[src/rtl/packet_serdes_pkg.sv]
// Shared state encoding and default packet width for the packet serializer/deserializer.
package packet_serdes_pkg;

    typedef enum logic [1:0] {
        IDLE      = 2'd0,
        REC       = 2'd1,
        PLAY_WAIT = 2'd2,
        PLAY      = 2'd3
    } state_e;

    localparam int PKT_W_DEF = 32;

endpackage

[src/rtl/pkt_bit_counter.sv]
// Modulo-PKT_W bit index counter with synchronous clear, enable and a wrap flag
// that is high on the enabled cycle in which the count rolls over.
module pkt_bit_counter
    import packet_serdes_pkg::*;
#(
    parameter int PKT_W = PKT_W_DEF,
    parameter int CNT_W = $clog2(PKT_W)
) (
    input  logic             clk,
    input  logic             reset,
    input  logic             clear,
    input  logic             en,
    output logic [CNT_W-1:0] count,
    output logic             wrap
);

    assign wrap = en && (count == CNT_W'(PKT_W - 1));

    always_ff @(posedge clk) begin
        if (reset || clear)
            count <= '0;
        else if (en)
            count <= wrap ? '0 : count + CNT_W'(1);
    end

endmodule

[src/rtl/packet_serdes.sv]
// Record/playback serializer: packs bit_in into PKT_W-bit words and streams fetched words out MSB first.
// Optional macro PACKET_SERDES_PARTIAL_FLUSH_EN: stop during a partial record word emits it left-aligned.
module packet_serdes
    import packet_serdes_pkg::*;
#(
    parameter int PKT_W = PKT_W_DEF,
    parameter int CNT_W = $clog2(PKT_W)
) (
    input  logic             clk,
    input  logic             reset,
    input  logic             rec_butt,
    input  logic             play_butt,
    input  logic             stop_butt,
    input  logic             bit_en,
    input  logic             bit_in,
    output logic [PKT_W-1:0] wr_data,
    output logic             wr_valid,
    output logic             rd_req,
    input  logic [PKT_W-1:0] rd_data,
    input  logic             rd_valid,
    output logic             bit_out,
    output logic             bit_out_valid,
    output logic [CNT_W-1:0] count,
    output logic [1:0]       mode
);

    state_e           state, state_nxt;
    logic [PKT_W-1:0] sreg;
    logic             pend;
    logic             any_butt, cnt_en, cnt_clr, wrap, load;

    assign any_butt = stop_butt || rec_butt || play_butt;
    assign cnt_en   = bit_en && !any_butt && (state == REC || state == PLAY);
    assign cnt_clr  = any_butt || state == IDLE || state == PLAY_WAIT;
    // Only the response to the request still outstanding may start playback.
    assign load     = (state == PLAY_WAIT) && rd_valid && pend && !any_butt;

    pkt_bit_counter #(.PKT_W(PKT_W), .CNT_W(CNT_W)) u_cnt (
        .clk   (clk),
        .reset (reset),
        .clear (cnt_clr),
        .en    (cnt_en),
        .count (count),
        .wrap  (wrap)
    );

    always_ff @(posedge clk) begin
        if (reset)
            state <= IDLE;
        else
            state <= state_nxt;
    end

    always_comb begin
        state_nxt = state;
        if (stop_butt)
            state_nxt = IDLE;
        else if (rec_butt)
            state_nxt = REC;
        else if (play_butt)
            state_nxt = PLAY_WAIT;
        else begin
            case (state)
                PLAY_WAIT: if (load) state_nxt = PLAY;
                PLAY:      if (wrap) state_nxt = PLAY_WAIT;
                default:   ;
            endcase
        end
    end

    always_comb begin
        mode          = state;
        bit_out_valid = (state == PLAY);
        bit_out       = (state == PLAY) && sreg[PKT_W-1];
    end

    // One shift register serves both directions: bits enter at the LSB in REC and leave from the MSB in PLAY.
    always_ff @(posedge clk) begin
        if (reset) begin
            sreg     <= '0;
            wr_data  <= '0;
            wr_valid <= 1'b0;
            rd_req   <= 1'b0;
            pend     <= 1'b0;
        end else begin
            wr_valid <= 1'b0;
            rd_req   <= 1'b0;
            if (stop_butt) begin
`ifdef PACKET_SERDES_PARTIAL_FLUSH_EN
                if (state == REC && count != '0) begin
                    wr_data  <= sreg << (PKT_W - int'(count));
                    wr_valid <= 1'b1;
                end
`endif
                sreg <= '0;
                pend <= 1'b0;
            end else if (rec_butt) begin
                sreg <= '0;
                pend <= 1'b0;
            end else if (play_butt) begin
                sreg   <= '0;
                pend   <= 1'b0;
                rd_req <= 1'b1;
            end else begin
                if (rd_req)
                    pend <= 1'b1;
                else if (load)
                    pend <= 1'b0;
                case (state)
                    REC: if (bit_en) begin
                        if (wrap) begin
                            wr_data  <= {sreg[PKT_W-2:0], bit_in};
                            wr_valid <= 1'b1;
                            sreg     <= '0;
                        end else
                            sreg <= {sreg[PKT_W-2:0], bit_in};
                    end
                    PLAY_WAIT: if (load) sreg <= rd_data;
                    PLAY: if (bit_en) begin
                        sreg <= sreg << 1;
                        if (wrap) rd_req <= 1'b1;
                    end
                    default: ;
                endcase
            end
        end
    end

endmodule

[config.mk]
export PLATFORM = sky130hd
export DESIGN_NAME = packet_serdes
export DESIGN_NICKNAME = d
export VERILOG_FILES = /design/src/rtl/packet_serdes_pkg.sv /design/src/rtl/pkt_bit_counter.sv /design/src/rtl/packet_serdes.sv
export SDC_FILE = /design/constraint.sdc
export NUM_CORES = 1
export LEC_CHECK = 0
export ABC_AREA = 1
export BUFFER_PORTS_ARGS = -buffer_cell sky130_fd_sc_hd__buf_2
export CORE_UTILIZATION = 40
export DETAILED_ROUTE_END_ITERATION = 7
export SYNTH_ARGS = -nofsm -noshare
export SYNTH_HDL_FRONTEND = slang
export SYNTH_HIERARCHICAL = 1
export SYNTH_SLANG_ARGS = --single-unit
[constraint.sdc]
create_clock -name clk -period 2.3 [get_ports clk]
set_input_delay 0.46 -clock clk [delete_from_list [all_inputs] [get_ports clk]]
set_output_delay 0.46 -clock clk [all_outputs]
set_load 0.03 [all_outputs]
==> flow_metrics.env <==
export IMPL_status="finished clean"
export IMPL_min_path_type="input pin to register"
export IMPL_regArea_um2=1480
export IMPL_fill_cells=1012
export IMPL_seq_area_frac_synth_pct=38.9
export IMPL_vias=3946
export IMPL_clk_pin_slew_ps=70
export IMPL_fin_nets=704
export IMPL_wl_met2_um=4750
export IMPL_cp_slowest_cell="buf_4"
export IMPL_crit_family="buffers and inverters"
export IMPL_io_buffers=82
export IMPL_antenna_found_initial=0
export IMPL_r2r_end="wr_data[8]$_SDFFE_PP0P_"
export IMPL_r2r_start="u_cnt/count[0]$_SDFFE_PP0P_"
export IMPL_top_layer_used="met4"
export IMPL_crit_chain="buf_4 -> nand2_1 -> nor2_1 -> buf_2"
export IMPL_critPathMaxFanout=38
export IMPL_hold_violations=0
export IMPL_detail_route_antenna_nets=0
export IMPL_arrival_ps=1550
export IMPL_grt_pass1_vias=3602
export IMPL_drc_errors=0
export IMPL_grt_pass1_wl_um=16700
export IMPL_synthesis_instances=601
export IMPL_slew_viol_final=0
export IMPL_slew_headroom_pct=56.5
export IMPL_min_period_ps=2010
export IMPL_hp_start="rec_butt"
export IMPL_grtUsageTotal_pct=20.9
export IMPL_min_to="mode[1]$_SDFFE_PP0P_"
export IMPL_fp_dieH_um=99.5
export IMPL_crit_path_start_kind="register"
export IMPL_cts_root_buf="clkbuf_8"
export IMPL_yosysWarnings=6
export IMPL_syn_num_nets=643
export IMPL_cts_tree="done"
export IMPL_gp_congestion=0.894
export IMPL_tightestPinTransition_ps=652
export IMPL_diodes=0
export IMPL_cts_buffer_depth=2
export IMPL_start_util_pct=41.2
export IMPL_vias_per_cell=4.96
export IMPL_grt_ovfl_total=0
export IMPL_multi_input_area_um2=1930
export IMPL_drt_initial_drc_count=241
export IMPL_layout_common_cells="nand3_1, nand2_1, nor2_1"
export IMPL_p_per_area_nw_per_um2=559
export IMPL_netlist_area_um2=3800
export IMPL_first_pass_iters=5
export IMPL_dp_hpwl_um=6410
export IMPL_routed_wl_um=9920
export IMPL_syn_area_per_cell_um2=6.33
export IMPL_yosysTopAreaCellShare_pct=38.9
export IMPL_yosysTopAreaCell="dfxtp_1"
export IMPL_final_layout_size_suffix_gt1_share_pct=18.3
export IMPL_rows=35
export IMPL_fmax_ghz=0.498
export IMPL_dieArea_um2=9910
export IMPL_die_x_um=99.5
export IMPL_area_growth_pct=18.2
export IMPL_fp_coreArea_um2=9240
export IMPL_worstSkewPairLatency_ps=340
export IMPL_grt_setup_unrepaired="no"
export IMPL_grt_max_degree=66
export IMPL_hold_buffers=0
export IMPL_tns_ps=0
export IMPL_cp_required_ps=1840
export IMPL_numCtsBuffers=9
export IMPL_wl_met3_um=401
export IMPL_max_stage_delay_ps=400
export IMPL_cap_violations=0
export IMPL_hold_slack_ps=409
export IMPL_ys_seq_elements=74
export IMPL_mostFrequentLayoutCell="nand3_1"
export IMPL_worstSetupPathType="register to primary output"
export IMPL_num_io_pins=83
export IMPL_cts_htree_levels=3
export IMPL_cp_end_kind="primary output"
export IMPL_ys_top_cells_by_area="dfxtp_1, nand3_1, nand2_1"
export IMPL_cts_resized=0
export IMPL_leakage_uw=0.00220
export IMPL_finalSetupViolCount=0
export IMPL_met1Wirelength_um=4670
export IMPL_synth_cell_types=20
export IMPL_skew_ps=9.21
export IMPL_wire_per_inst_um=12.5
export IMPL_crit_buf_inv=2
export IMPL_vdd_ir_drop_max_uv=239
export IMPL_fin_crit_sh_pct=87.3
export IMPL_r2r_cells=11
export IMPL_hold_depth=4
export IMPL_cts_sinks=74
export IMPL_r2r_slack_ps=380
export IMPL_post_cts_setup_buffer_count=0
worst max-delay path by stage:
stage	startpoint	to	slack [ps]	cells past startpoint
floorplan	mode[0]$_SDFFE_PP0P_	wr_data[14]$_SDFFE_PP0P_	150	11
global placement	rec_butt	wr_data[8]$_SDFFE_PP0P_	220	12
detailed placement	rec_butt	wr_data[6]$_SDFFE_PP0P_	130	12
CTS	mode[0]$_SDFFE_PP0P_	bit_out	270	4
global route	u_cnt/count[0]$_SDFFE_PP0P_	wr_data[9]$_SDFFE_PP0P_	120	11
finish	mode[0]$_SDFFE_PP0P_	bit_out	290	4
synth_stat cells:
cell type,number
nor2_2,1
clkbuf_1,20
inv_1,42
nor2_4,1
nor4_1,1
and3_1,1
xor2_1,1
buf_2,16
buf_4,7
dfxtp_1,74
buf_1,3
nand2_2,2
nor3b_1,1
nand3_1,164
a21oi_1,36
nor2_1,109
o21ai_0,2
ha_1,2
nand2_1,113
inv_2,5
power by group:
part	internal, uW	switching (uW)	total (uW)
clock	584	479	1060
sequential	1280	2.82	1290
combinational	60.8	104	165
total	1930	586	2510
metal layers:
layer,up-vias,global-route usage (%)
met5,-,0
met4,0,7.47
met3,7,2.81
met2,88,34.7
met1,1797,27.9
li1,2054,-
cells by family (layout without fill, tap and decap cells):
logic type,Yosys count,count (layout),synth area share (%)
AO/OA/AOI/OAI,38,38,5.00
XOR/XNOR,1,1,0.230
adder cells (fa/ha/maj),2,2,0.658
buffers and inverters,93,158,10.4
flip-flops,74,74,38.9
AND/OR/NAND/NOR,393,393,44.8
final cells by class:
cell class / instances / share of cell area, %
multi-input combinational: 434 / 43.0
sequential: 74 / 33.0
timing repair buffer: 96 / 12.0
inverter: 47 / 3.92
clock buffer: 13 / 3.76
tap: 129 / 3.59
clock inverter: 2 / 0.779
flip-flops by register name, indices dropped and copies added (netlist names):
signal       count
mode             2
rd_req           1
wr_valid         1
wr_data         32
sreg            32
u_cnt/count      5
pend             1
tightest hold or removal path, cell delays in order:
cell	delay (ps)
buf_2	90
inv_2	40
nand2_1	70
a21oi_1	40
metrics by stage:
| stage | instances | cell area [um2] | power (uW) | setup slack [ps] | util, % |
|---|---|---|---|---|---|
| after global placement | 780 | 4290 | 1480 | 218 | 46.5 |
| after CTS | 795 | 4500 | 2530 | 274 | 48.7 |
| final | 795 | 4500 | 2510 | 291 | 48.7 |
| after detailed placement | 780 | 4290 | 1480 | 128 | 46.5 |
| after global routing | 795 | 4500 | 2610 | 120 | 48.7 |
| after floorplan | 601 | 3800 | 1420 | 152 | - |
Note: power is estimated with default switching activity, not from simulation.
